--- src/rtl/seg7_pkg.sv ---
// -----------------------------------------------------------------------------
// seg7_pkg
//   Shared constants for the seven-segment scan decoder:
//     - segment bit positions within the {dp,g,f,e,d,c,b,a} byte
//     - the 16 legal hex glyphs on SEG[6:0]
//     - SEG_INVALID, a pattern that never decodes to a legal glyph
//     - scan FSM state type
// -----------------------------------------------------------------------------
package seg7_pkg;

    // Segment bit positions
    localparam int SEG_A  = 0;
    localparam int SEG_B  = 1;
    localparam int SEG_C  = 2;
    localparam int SEG_D  = 3;
    localparam int SEG_E  = 4;
    localparam int SEG_F  = 5;
    localparam int SEG_G  = 6;
    localparam int SEG_DP = 7;

    // Legal hex glyphs on SEG[6:0]
    localparam logic [6:0] GLYPH_0 = 7'h3F;
    localparam logic [6:0] GLYPH_1 = 7'h06;
    localparam logic [6:0] GLYPH_2 = 7'h5B;
    localparam logic [6:0] GLYPH_3 = 7'h4F;
    localparam logic [6:0] GLYPH_4 = 7'h66;
    localparam logic [6:0] GLYPH_5 = 7'h6D;
    localparam logic [6:0] GLYPH_6 = 7'h7D;
    localparam logic [6:0] GLYPH_7 = 7'h27;
    localparam logic [6:0] GLYPH_8 = 7'h7F;
    localparam logic [6:0] GLYPH_9 = 7'h6F;
    localparam logic [6:0] GLYPH_A = 7'h77;
    localparam logic [6:0] GLYPH_B = 7'h7C;
    localparam logic [6:0] GLYPH_C = 7'h39;
    localparam logic [6:0] GLYPH_D = 7'h5E;
    localparam logic [6:0] GLYPH_E = 7'h79;
    localparam logic [6:0] GLYPH_F = 7'h71;

    localparam logic [7:0] SEG_INVALID = 8'hC9;

    typedef enum logic [1:0] {
        ST_IDLE   = 2'd0,  // DIG not one-hot
        ST_TRACK  = 2'd1,  // counting a stable dwell
        ST_LOCKED = 2'd2   // dwell accepted, waiting for S to change
    } scan_state_t;

endpackage

--- src/rtl/seg7_scan_decoder_if.sv ---
// -----------------------------------------------------------------------------
// seg7_scan_decoder_if
//   Valid/ready event stream carrying one decoded digit update.
//     ev_valid  : event available (master -> slave)
//     ev_ready  : consumer accepts the event (slave -> master)
//     ev_digit  : digit index of the event
//     ev_nibble : decoded nibble, 0 when ev_err is set
//     ev_err    : accepted pattern was not a legal glyph
// -----------------------------------------------------------------------------
interface seg7_scan_decoder_if #(
    parameter int DIGITS = 4
);
    localparam int IDX_W = $clog2(DIGITS);

    logic             ev_valid;
    logic             ev_ready;
    logic [IDX_W-1:0] ev_digit;
    logic [3:0]       ev_nibble;
    logic             ev_err;

    modport master (
        output ev_valid,
        output ev_digit,
        output ev_nibble,
        output ev_err,
        input  ev_ready
    );

    modport slave (
        input  ev_valid,
        input  ev_digit,
        input  ev_nibble,
        input  ev_err,
        output ev_ready
    );

endinterface

--- src/rtl/seg7_to_nibble.sv ---
// -----------------------------------------------------------------------------
// seg7_to_nibble
//   Combinational glyph decoder.
//     seg    in  7  segment lines {g,f,e,d,c,b,a}
//     err    out 1  pattern is not a legal hex glyph
//     nibble out 4  decoded value, 0 when err is set
// -----------------------------------------------------------------------------
module seg7_to_nibble
    import seg7_pkg::*;
(
    input  logic [6:0] seg,
    output logic       err,
    output logic [3:0] nibble
);

    // NOTE: every output gets a default before the case so no path leaves
    // it unassigned; otherwise synthesis would infer a latch.
    always_comb begin
        err    = 1'b0;
        nibble = 4'h0;
        case (seg)
            GLYPH_0: nibble = 4'h0;
            GLYPH_1: nibble = 4'h1;
            GLYPH_2: nibble = 4'h2;
            GLYPH_3: nibble = 4'h3;
            GLYPH_4: nibble = 4'h4;
            GLYPH_5: nibble = 4'h5;
            GLYPH_6: nibble = 4'h6;
            GLYPH_7: nibble = 4'h7;
            GLYPH_8: nibble = 4'h8;
            GLYPH_9: nibble = 4'h9;
            GLYPH_A: nibble = 4'hA;
            GLYPH_B: nibble = 4'hB;
            GLYPH_C: nibble = 4'hC;
            GLYPH_D: nibble = 4'hD;
            GLYPH_E: nibble = 4'hE;
            GLYPH_F: nibble = 4'hF;
            default: err    = 1'b1;
        endcase
    end

endmodule

--- src/rtl/seg7_scan_decoder.sv ---
// -----------------------------------------------------------------------------
// seg7_scan_decoder
//   Watches the segment/digit lines of a scanned seven-segment display and
//   recovers the nibble shown on each digit once the pattern has been stable
//   for STABLE_CYC samples. Changes are reported over a one-entry event
//   stream.
//
//   clk, rst_n : clock, asynchronous active-low reset
//   SEG        : {dp,g,f,e,d,c,b,a}, asynchronous to clk
//   DIG        : digit enables, one-hot when valid, asynchronous to clk
//   VALUE      : last accepted nibble per digit (digit i at [4i+3:4i])
//   VLD        : digit accepted at least once since reset
//   ERR        : last accepted pattern for the digit was illegal
//   DP         : dp bit of the last accepted pattern
//   ev         : event stream (master side)
//   ovf        : sticky, an event was dropped
//   ovf_clr    : synchronous clear of ovf
// -----------------------------------------------------------------------------
module seg7_scan_decoder
    import seg7_pkg::*;
#(
    parameter int DIGITS     = 4,
    parameter int STABLE_CYC = 4
) (
    input  logic                  clk,
    input  logic                  rst_n,
    input  logic [7:0]            SEG,
    input  logic [DIGITS-1:0]     DIG,
    output logic [4*DIGITS-1:0]   VALUE,
    output logic [DIGITS-1:0]     VLD,
    output logic [DIGITS-1:0]     ERR,
    output logic [DIGITS-1:0]     DP,
    seg7_scan_decoder_if.master   ev,
    output logic                  ovf,
    input  logic                  ovf_clr
);

    localparam int S_W   = DIGITS + 8;
    localparam int IDX_W = $clog2(DIGITS);
    localparam int CNT_W = $clog2(STABLE_CYC);
    localparam logic [CNT_W-1:0] CNT_MAX = CNT_W'(STABLE_CYC - 1);

    // ---------------------------------------------------------------- sync
    logic [S_W-1:0] sync1_q, sync2_q, prev_q;

    // NOTE: sequential state uses non-blocking assignments so every flop
    // samples the pre-edge value of its source; blocking here would collapse
    // the synchronizer chain into a single stage.
    always_ff @(posedge clk or negedge rst_n) begin
        if (!rst_n) begin
            sync1_q <= '0;
            sync2_q <= '0;
            prev_q  <= '0;
        end else begin
            sync1_q <= {DIG, SEG};
            sync2_q <= sync1_q;
            prev_q  <= sync2_q;
        end
    end

    logic [DIGITS-1:0] s_dig;
    logic [7:0]        s_seg;
    logic              change;
    logic              one_hot;

    assign s_dig   = sync2_q[S_W-1:8];
    assign s_seg   = sync2_q[7:0];
    assign change  = (sync2_q != prev_q);
    assign one_hot = $onehot(s_dig);

    // One-hot to index: OR of the indices of set bits is exact for one-hot
    // input; the result is only used when one_hot is true.
    logic [IDX_W-1:0] s_idx;
    always_comb begin
        s_idx = '0;
        for (int i = 0; i < DIGITS; i++) begin
            if (s_dig[i]) s_idx = s_idx | IDX_W'(i);
        end
    end

    // ---------------------------------------------------------------- FSM
    scan_state_t      state_q, state_d;
    logic [CNT_W-1:0] cnt_q, cnt_d;
    logic             accept;

    always_ff @(posedge clk or negedge rst_n) begin
        if (!rst_n) begin
            state_q <= ST_IDLE;
            cnt_q   <= '0;
        end else begin
            state_q <= state_d;
            cnt_q   <= cnt_d;
        end
    end

    always_comb begin
        state_d = state_q;
        cnt_d   = cnt_q;
        accept  = 1'b0;
        if (change) begin
            // Any new sample restarts the dwell from scratch.
            state_d = one_hot ? ST_TRACK : ST_IDLE;
            cnt_d   = '0;
        end else begin
            case (state_q)
                ST_IDLE:   cnt_d = '0;
                ST_TRACK: begin
                    if (cnt_q == CNT_MAX) begin
                        accept  = 1'b1;
                        state_d = ST_LOCKED;
                    end else begin
                        cnt_d = cnt_q + 1'b1;
                    end
                end
                ST_LOCKED: ;  // counter stays saturated until S changes
                default: begin
                    state_d = ST_IDLE;
                    cnt_d   = '0;
                end
            endcase
        end
    end

    // ---------------------------------------------------------------- decode
    logic       dec_err;
    logic [3:0] dec_nibble;

    seg7_to_nibble u_dec (
        .seg    (s_seg[SEG_G:SEG_A]),
        .err    (dec_err),
        .nibble (dec_nibble)
    );

    // ---------------------------------------------------------------- regfile
    logic [DIGITS-1:0][3:0] value_q;
    logic [DIGITS-1:0]      vld_q, err_q, dp_q;
    logic                   ev_new;

    // A dp-only change refreshes DP but is not reported as an event.
    assign ev_new = accept && (!vld_q[s_idx] ||
                               (value_q[s_idx] != dec_nibble) ||
                               (err_q[s_idx]   != dec_err));

    // NOTE: the per-digit storage is reset like any other flop because its
    // contents are directly visible on VALUE/ERR/DP and must read 0 after
    // reset; it is small enough that this costs nothing worth saving.
    always_ff @(posedge clk or negedge rst_n) begin
        if (!rst_n) begin
            value_q <= '0;
            vld_q   <= '0;
            err_q   <= '0;
            dp_q    <= '0;
        end else if (accept) begin
            value_q[s_idx] <= dec_nibble;
            err_q[s_idx]   <= dec_err;
            dp_q[s_idx]    <= s_seg[SEG_DP];
            vld_q[s_idx]   <= 1'b1;
        end
    end

    assign VALUE = value_q;
    assign VLD   = vld_q;
    assign ERR   = err_q;
    assign DP    = dp_q;

    // ---------------------------------------------------------------- events
    logic             ev_valid_q;
    logic [IDX_W-1:0] ev_digit_q;
    logic [3:0]       ev_nibble_q;
    logic             ev_err_q;
    logic             ev_load, ev_drop;

    // The single entry may be refilled on the same edge it is consumed.
    assign ev_load = ev_new && (!ev_valid_q || ev.ev_ready);
    assign ev_drop = ev_new && ev_valid_q && !ev.ev_ready;

    always_ff @(posedge clk or negedge rst_n) begin
        if (!rst_n) begin
            ev_valid_q  <= 1'b0;
            ev_digit_q  <= '0;
            ev_nibble_q <= '0;
            ev_err_q    <= 1'b0;
            ovf         <= 1'b0;
        end else begin
            if (ev_load) begin
                ev_valid_q  <= 1'b1;
                ev_digit_q  <= s_idx;
                ev_nibble_q <= dec_nibble;
                ev_err_q    <= dec_err;
            end else if (ev.ev_ready) begin
                ev_valid_q  <= 1'b0;
            end
            // A drop wins over a simultaneous clear.
            if (ev_drop)      ovf <= 1'b1;
            else if (ovf_clr) ovf <= 1'b0;
        end
    end

    assign ev.ev_valid  = ev_valid_q;
    assign ev.ev_digit  = ev_digit_q;
    assign ev.ev_nibble = ev_nibble_q;
    assign ev.ev_err    = ev_err_q;

endmodule

--- src/flat_wrapper.sv ---
// flat-port wrapper written by rule: the top's interface ports become plain ports
module seg7_scan_decoder_flat import seg7_pkg::*;
#(
    parameter int DIGITS     = 4,
    parameter int STABLE_CYC = 4
)
  (clk, rst_n, SEG, DIG, VALUE, VLD, ERR, DP, ovf, ovf_clr, ev_ev_valid, ev_ev_digit, ev_ev_nibble, ev_ev_err, ev_ev_ready);
  seg7_scan_decoder_if #(.DIGITS(DIGITS)) ev_i ();
  input  logic clk;
  input  logic rst_n;
  input  logic [7:0] SEG;
  input  logic [DIGITS-1:0] DIG;
  output logic [4*DIGITS-1:0] VALUE;
  output logic [DIGITS-1:0] VLD;
  output logic [DIGITS-1:0] ERR;
  output logic [DIGITS-1:0] DP;
  output logic ovf;
  input  logic ovf_clr;
  output wire logic [$bits(ev_i.ev_valid)-1:0] ev_ev_valid;
  output wire logic [$bits(ev_i.ev_digit)-1:0] ev_ev_digit;
  output wire logic [$bits(ev_i.ev_nibble)-1:0] ev_ev_nibble;
  output wire logic [$bits(ev_i.ev_err)-1:0] ev_ev_err;
  input wire logic [$bits(ev_i.ev_ready)-1:0] ev_ev_ready;
  assign ev_ev_valid = ev_i.ev_valid;
  assign ev_ev_digit = ev_i.ev_digit;
  assign ev_ev_nibble = ev_i.ev_nibble;
  assign ev_ev_err = ev_i.ev_err;
  assign ev_i.ev_ready = ev_ev_ready;
  seg7_scan_decoder #(.DIGITS(DIGITS), .STABLE_CYC(STABLE_CYC)) u_core (.clk(clk), .rst_n(rst_n), .SEG(SEG), .DIG(DIG), .VALUE(VALUE), .VLD(VLD), .ERR(ERR), .DP(DP), .ev(ev_i), .ovf(ovf), .ovf_clr(ovf_clr));
endmodule
--- config.mk ---
export PLATFORM = sky130hd
export DESIGN_NAME = seg7_scan_decoder_flat
export DESIGN_NICKNAME = d
export VERILOG_FILES = /design/src/rtl/seg7_pkg.sv /design/src/rtl/seg7_scan_decoder_if.sv /design/src/rtl/seg7_to_nibble.sv /design/src/rtl/seg7_scan_decoder.sv /design/src/flat_wrapper.sv
export SDC_FILE = /design/constraint.sdc
export NUM_CORES = 1
export LEC_CHECK = 0
export ABC_CLOCK_PERIOD_IN_PS = 7900
export BUFFER_PORTS_ARGS = -buffer_cell sky130_fd_sc_hd__buf_4
export CORE_ASPECT_RATIO = 2
export CORE_UTILIZATION = 63
export CTS_BUF_LIST = sky130_fd_sc_hd__clkbuf_4
export DETAILED_ROUTE_END_ITERATION = 10
export PLACE_DENSITY = 0.85
export SLEW_MARGIN = 30
export SYNTH_ARGS = -nofsm -noshare
export SYNTH_HDL_FRONTEND = slang
export SYNTH_SLANG_ARGS = --single-unit
--- constraint.sdc ---
create_clock -name clk -period 7.9 [get_ports clk]
set_input_delay 0.79 -clock clk [delete_from_list [all_inputs] [get_ports clk]]
set_output_delay 0.79 -clock clk [all_outputs]
set_load 0.02 [all_outputs]
# Yosys cells after proc, flatten, opt, wreduce, memory -nomap -nowiden
# Index checks and enable logic that the tools add are counted.
# W data, S select, Z words.
# op_classes
shift,0
n_bitwise,1
muxes,32
n_mul,0
magnitude_cmp,2
reduce_logical,18
n_eq_ne,27
n_addsub,4
div_mod_pow,0
# ops
op,count
$eq A7 B7 Y1 const B,12
$pmux W4 S15,1
$eq A7 B6 Y1 const B,3
$bwmux W16,1
$reduce_or A16 Y1,1
$mux W1,13
$mux W2,6
$ne A12 B12 Y1,1
$bmux W4 S2,1
$bwmux W4,2
$demux W4 S2,1
$mux W4,2
$pmux W2 S2,2
$eq A7 B3 Y1 const B,1
$logic_and A1 B1 Y1,5
$add A1 B1 Y2,2
$bmux W1 S2,2
$eq A2 B2 Y1 const B,2
$ne A2 B1 Y1 const B,2
$ne A4 B4 Y1,1
$or A4 B4 Y4,1
$reduce_and A2 Y1,2
$reduce_bool A2 Y1,2
$add A3 B3 Y3,1
13 further kinds,17
# totals
ramBits,0
n_memories,0
output_inout_bits,37
reg_bits,77
rom_bits,0
latchBits,0
inputBits,16

# Depth between registers and ports, before layout
# logic_depth
word_depth,12
mapped_depth,10

# Hierarchy
# A second synthesis with hierarchy kept.
# unflattened
cells_unflattened,279
hier_area_um2,3457.1
# by_module_without_submodules
mod,area_per_inst_um2,cells_each,instances
seg7_scan_decoder,3060.4,219,1
seg7_to_nibble,396.6,60,1

# Least setup slack after synthesis
# No wires, ideal clock.
# synth_timing
path_kind,register to register
start,register u_core.sync2_q[11]
end,register u_core.ev_nibble_q[2] (netlist: u_core.ev.ev_nibble[2])
path_stages_with_launch,9
arrival_time_ns,2.555
n_path_buf,1
slack_ns,5.220
setup_time_ns,0.125
cell_sequence,dfrtp_1 -> buf_2 -> nor2_2 -> mux4_2 -> inv_1 -> and4_1 -> o21ai_4 -> o31ai_4 -> mux2_4
# synth_between
elab_chain_len,8
elab_cells_between_ends,16
# synth_rtl
item,line_no,rtl
start: declaration,seg7_scan_decoder.sv:44,"logic [S_W-1:0] sync1_q, sync2_q, prev_q;"
start signal: assignment,seg7_scan_decoder.sv:56,sync2_q <= sync1_q;
$mux W2,seg7_scan_decoder.sv:77,if (s_dig[i]) s_idx = s_idx | IDX_W'(i);
$bmux W4 S2 / $bmux W1 S2 (equally long branches),"seg7_scan_decoder.sv:141, seg7_scan_decoder.sv:140",
$mux W4 (implied by the code) / $mux W1 (equally long branches),"seg7_scan_decoder.sv:141, seg7_scan_decoder.sv:140",
$ne A4 B4 Y1 / $logic_not A1 Y1 (equally long branches),"seg7_scan_decoder.sv:141, seg7_scan_decoder.sv:140",
$logic_or A1 B1 Y1,seg7_scan_decoder.sv:140,assign ev_new = accept && (!vld_q[s_idx] ||
$logic_or A1 B1 Y1,seg7_scan_decoder.sv:141,(value_q[s_idx] != dec_nibble) ||
$logic_and A1 B1 Y1 *,seg7_scan_decoder.sv:140,
$logic_and A1 B1 Y1 *,seg7_scan_decoder.sv:174,assign ev_load = ev_new && (!ev_valid_q || ev.ev_ready);
end signal: assignment,seg7_scan_decoder.sv:188,ev_nibble_q <= dec_nibble;
end: declaration,seg7_scan_decoder.sv:169,logic [3:0] ev_nibble_q;
# Mark *: on every way between the ends. The rest lies on a longest branch, timed or not. The select of a mux whose other input is x is not followed.
# A chain may end at the register's enable or synchronous reset.

# Worst setup path after layout
# layout_timing
start,register u_core.sync2_q[3]
end,register u_core.ev_nibble_q[0] (netlist: u_core.ev.ev_nibble[0])
# layout_between
elab_chain_len,7
elab_cells_between_ends,27
# layout_rtl
item,line_no,rtl
"$eq A7 B7 Y1, or another cell as far along",seg7_to_nibble.sv:21,case (seg)
$pmux W4 S15 / $reduce_or A16 Y1 (equally long branches),n/a,
$ne A4 B4 Y1 / $mux W1 (equally long branches),"seg7_scan_decoder.sv:141, seg7_to_nibble.sv:21",
$logic_or A1 B1 Y1 / $ne A1 B1 Y1 (equally long branches),"seg7_scan_decoder.sv:140, seg7_scan_decoder.sv:142",
$logic_or A1 B1 Y1,seg7_scan_decoder.sv:141,
$logic_and A1 B1 Y1,seg7_scan_decoder.sv:140,
$logic_and A1 B1 Y1,seg7_scan_decoder.sv:174,
# Several ways; a longest one is shown, not always the timed one.

==> impl_summary.md <==
CTS
The largest buffer count on any clock path is 2. In this run, post-CTS hold repair placed 0 buffers. For the worst-skew pair, the clock arrives at the later sink with an insertion delay of ~440 ps. TritonCTS created 9 clock buffers. In this run the post-CTS setup repair buffer count came out at 0. The clock tree from TritonCTS is yes. The H-tree was split into 3 levels. After clock tree synthesis, the repair step resized 0 gates.

The clock sink count is slightly below 80. CTS placed an instance of sky130_fd_sc_hd__clkbuf_4 at the clock tree root. The clock slew at the register clock pins of the worst setup and hold paths is roughly 130 ps.

Synthesis
The synthesis warning total is 0. Synthesis produced between 200 and 300 cells. In this run the cell area of the synthesized design comes to around 3400 sq um. By area the synthesized netlist is led by sky130_fd_sc_hd__dfrtp_1, sky130_fd_sc_hd__mux2_2, sky130_fd_sc_hd__xor2_1. The cell taking the most area after synthesis is sky130_fd_sc_hd__dfrtp_1.

The flip-flop and latch count after synthesis is 77. The count of flip-flops with a built-in enable after synthesis is 0. The distinct cell type count of the synthesized netlist is 58. In this run the mean area of a mapped cell was between 10 and 15 sq um.

Of the post-synthesis cell area, the dominant cell type holds 0.560. The most used flip-flop cell after synthesis is sky130_fd_sc_hd__dfrtp_1. For this run, the register share of the synthesized area comes to 0.560. Synthesis produced a netlist with a net count of about 270. For this run, asynchronously set or reset flops after synthesis account for 1.00.

Critical path
The peak fanout along the critical path is 16. The critical path's slowest cell is sky130_fd_sc_hd__dfrtp_1. The critical path launch point type is a register.

STA puts the critical path data required time at ~8200 ps. The signal arrival time at the worst endpoint is 3530 ps. The count of buffering cells on the critical path with inverters included is 0. The dominant cell type by count on the critical path is sky130_fd_sc_hd__and3_1. Traced cell by cell, the critical path runs through and3_1 -> and3_1 -> or3_1 -> nor4b_4 -> xor2_2 -> o31ai_4 -> mux2_4.

Among cell families on the critical path, the largest total delay comes from simple AND/OR/NAND/NOR gates. For this run, the slowest stage of the critical path takes roughly 580 ps. The worst setup path is of the register to register kind. STA classifies the critical path endpoint as a register.

Global route
The first global-routing pass estimated approximately 11 mm of wire. The combined global-route utilization of all metal layers is 0.268. The number of antenna violations at the first check in global routing is 0. The number of global-route vias before repair is 2217. The remaining global-route overflow is 0. Entering global routing, the biggest net connects 78 pins.

STA
Across the routed clock network, the largest skew measured is 15.0 ps. The highest attainable clock frequency is between 300 and 400 MHz. The post-layout minimum cycle time is 3190 ps. The final hold violation count is 0.

Setup repair after global routing left no endpoint under its margin. The count of pins over their slew limit came to 0. The normalized max-slew margin is 0.401. The setup TNS after final layout is 0 ps.

The count of endpoints failing setup in the final report is 0. In the finished design, the share of the clock period the worst path needs comes to 0.404. The transition time of the tightest slew-check pin is roughly 890 ps. The worst hold slack is 344 ps.

Drt
The violation count after the first detailed-route iteration is 64. The post-route antenna net violation count is 0. The via-per-instance ratio is 5.93. Before antenna repair, the detailed router went through 4 iterations. Summed over all layers, the routed wires come to between 6 and 7 mm. After detailed routing, the number of remaining DRC violations is 0. The final route contains approximately 2.2k vias.

The wire length per cell after detailed routing is between 15 and 20 microns.

Final layout
The area growth from synthesis to layout is 15.6%. At the end of the flow, the number of nets in the layout was 326. The fraction of final layout cells with drive strength greater than 1 is 0.382. The final standard cell area without fillers is ~4000 sq um. The repair_antennas step left the layout with diodes totalling 0.

After the flow finishes, the layout carries non-filler instances totaling 367. The most common library cell in the layout ignoring fill and taps is sky130_fd_sc_hd__dfrtp_1. The filler cell count in the final layout is between 300 and 400.

Leaving out fill and tap cells, the most frequent cells in the layout are sky130_fd_sc_hd__dfrtp_1, sky130_fd_sc_hd__buf_4, sky130_fd_sc_hd__mux2_2, sky130_fd_sc_hd__xor2_1, sky130_fd_sc_hd__nand2_1.

Placed design
The wire-length estimate of the detail-placed layout is approximately 4.6 mm. After detailed placement, the total cell area comes to ~3800 sq um. Routability-driven placement finished with a final weighted congestion of roughly 0.87. After detailed placement, the design holds a cell count of approximately 350. The quantity of I/O buffers inserted on ports is 52.

Die
The initial utilization of the core area, before any placement, comes to 0.664. The floorplan step defined a die boundary enclosing just under 6000 sq um. After floorplanning, the core was divided into 37 placement rows.

The core region is roughly 5200 sq um. For this design the top-level I/O count stands at 53. In this run the horizontal extent of the chip is between 50 and 60 microns.

The floorplan step set the die height to 107 microns.

Power and ir drop
In this run the static leakage power is a little under 2 nW. The overall power after layout is 0.000706 W. The largest vdd supply drop is between 150 and 200 uV. The power density normalized to cell area is about 180 nW/um^2.

Worst hold path
In this run the worst hold path is classified as input port to async pin.

Run status
The run finished with clean final reports.

Run
The max-cap check violation count is 0.
metal layers:
| layer | up-vias | routed length, microns | track usage |
|---|---|---|---|
| met5 | - | 0 | 0 |
| met4 | 0 | 238 | 0.159 |
| met3 | 22 | 260 | 0.0773 |
| met2 | 67 | 3580 | 0.418 |
| met1 | 1088 | 2650 | 0.313 |
| li1 | 1000 | - | - |
kinds of logic (layout without fill, tap and decap cells):
| family | after synthesis | after routing | share of synthesized area |
|---|---|---|---|
| buffers and inverters | 17 | 74 | 0.0287 |
| muxes | 37 | 37 | 0.146 |
| DFF | 77 | 77 | 0.560 |
| and+or+nand+nor | 73 | 73 | 0.133 |
| AOI/OAI and AO/OA | 24 | 24 | 0.0578 |
| adders and majority gates | 6 | 6 | 0.0240 |
| xor gates and xnor gates | 18 | 18 | 0.0501 |
where the power goes:
group | leakage, nW | internal [W] | total (W) | switching [W]
clock network | 0.0735 | 0.0000999 | 0.000245 | 0.000145
logic | 0.908 | 0.0000193 | 0.0000443 | 0.0000250
registers | 0.976 | 0.000404 | 0.000417 | 0.0000124
total | 1.96 | 0.000523 | 0.000706 | 0.000182
synthesized netlist by cell type (3+ instances only):
cell / n
sky130_fd_sc_hd__ha_1: 5
sky130_fd_sc_hd__nor3_1: 6
sky130_fd_sc_hd__or3_1: 3
sky130_fd_sc_hd__nor2_1: 8
sky130_fd_sc_hd__inv_1: 6
sky130_fd_sc_hd__nand2_1: 10
sky130_fd_sc_hd__or3b_2: 3
sky130_fd_sc_hd__nor4_1: 3
sky130_fd_sc_hd__nand2b_1: 8
sky130_fd_sc_hd__buf_2: 4
sky130_fd_sc_hd__buf_4: 4
sky130_fd_sc_hd__mux2_4: 4
sky130_fd_sc_hd__mux2_2: 25
sky130_fd_sc_hd__mux4_2: 4
sky130_fd_sc_hd__nor2b_1: 3
sky130_fd_sc_hd__dfrtp_1: 77
sky130_fd_sc_hd__xnor2_1: 3
sky130_fd_sc_hd__nand3b_1: 3
sky130_fd_sc_hd__nand3_1: 6
sky130_fd_sc_hd__xor2_1: 13
sky130_fd_sc_hd__a21oi_1: 5
flip-flops by register name, indices dropped and copies added, names as in the netlist:
name	count
u_core.ev.ev_digit	2
u_core.cnt_q	2
u_core.sync2_q	12
u_core.VALUE	16
u_core.ev.ev_valid	1
u_core.DP	4
u_core.VLD	4
u_core.sync1_q	12
u_core.ovf	1
u_core.ev.ev_nibble	4
u_core.ev.ev_err	1
u_core.prev_q	12
u_core.state_q	2
u_core.ERR	4
worst register-to-register path: cells and delay by family (launching register included):
family,cells,cell delay [ps]
AO/OA/AOI/OAI,1,440
XOR/XNOR,1,180
AND/OR/NAND/NOR,4,1560
flip-flops,1,580
multiplexers,1,340
metrics by stage:
step	utilization	setup WS, ps
detailed placement	0.739	4770
finish	0.768	4710
global placement	0.739	4820
global route	0.768	4570
floorplan	-	5220
CTS	0.767	4730
area by class of cell:
cell class                 instances  area (sq um)  share of cell area
sequential                        77          1930               0.484
multi-input combinational        158          1420               0.356
timing repair buffer              52           394              0.0990
inverter                           6          22.5             0.00566
clock buffer                       9          67.6              0.0170
tap                               58          72.6              0.0182
clock inverter                     7          80.1              0.0201
worst paths after layout:
kind                            depth (start not counted)                     end  slack, ps         startpoint
worst max-delay path                                    7  u_core.ev.ev_nibble[0]       4710  u_core.sync2_q[3]
worst min-delay path                                    1       u_core.sync2_q[8]        340              rst_n
worst max register to register                          7  u_core.ev.ev_nibble[0]       4710  u_core.sync2_q[3]
worst min register to register                          0       u_core.sync2_q[8]        360  u_core.sync1_q[8]
max in group asynchronous                               1        u_core.VALUE[14]       7090              rst_n
min in group clk                                        0       u_core.sync2_q[8]        360  u_core.sync1_q[8]
No activity file was read; power rests on OpenSTA's default activity.
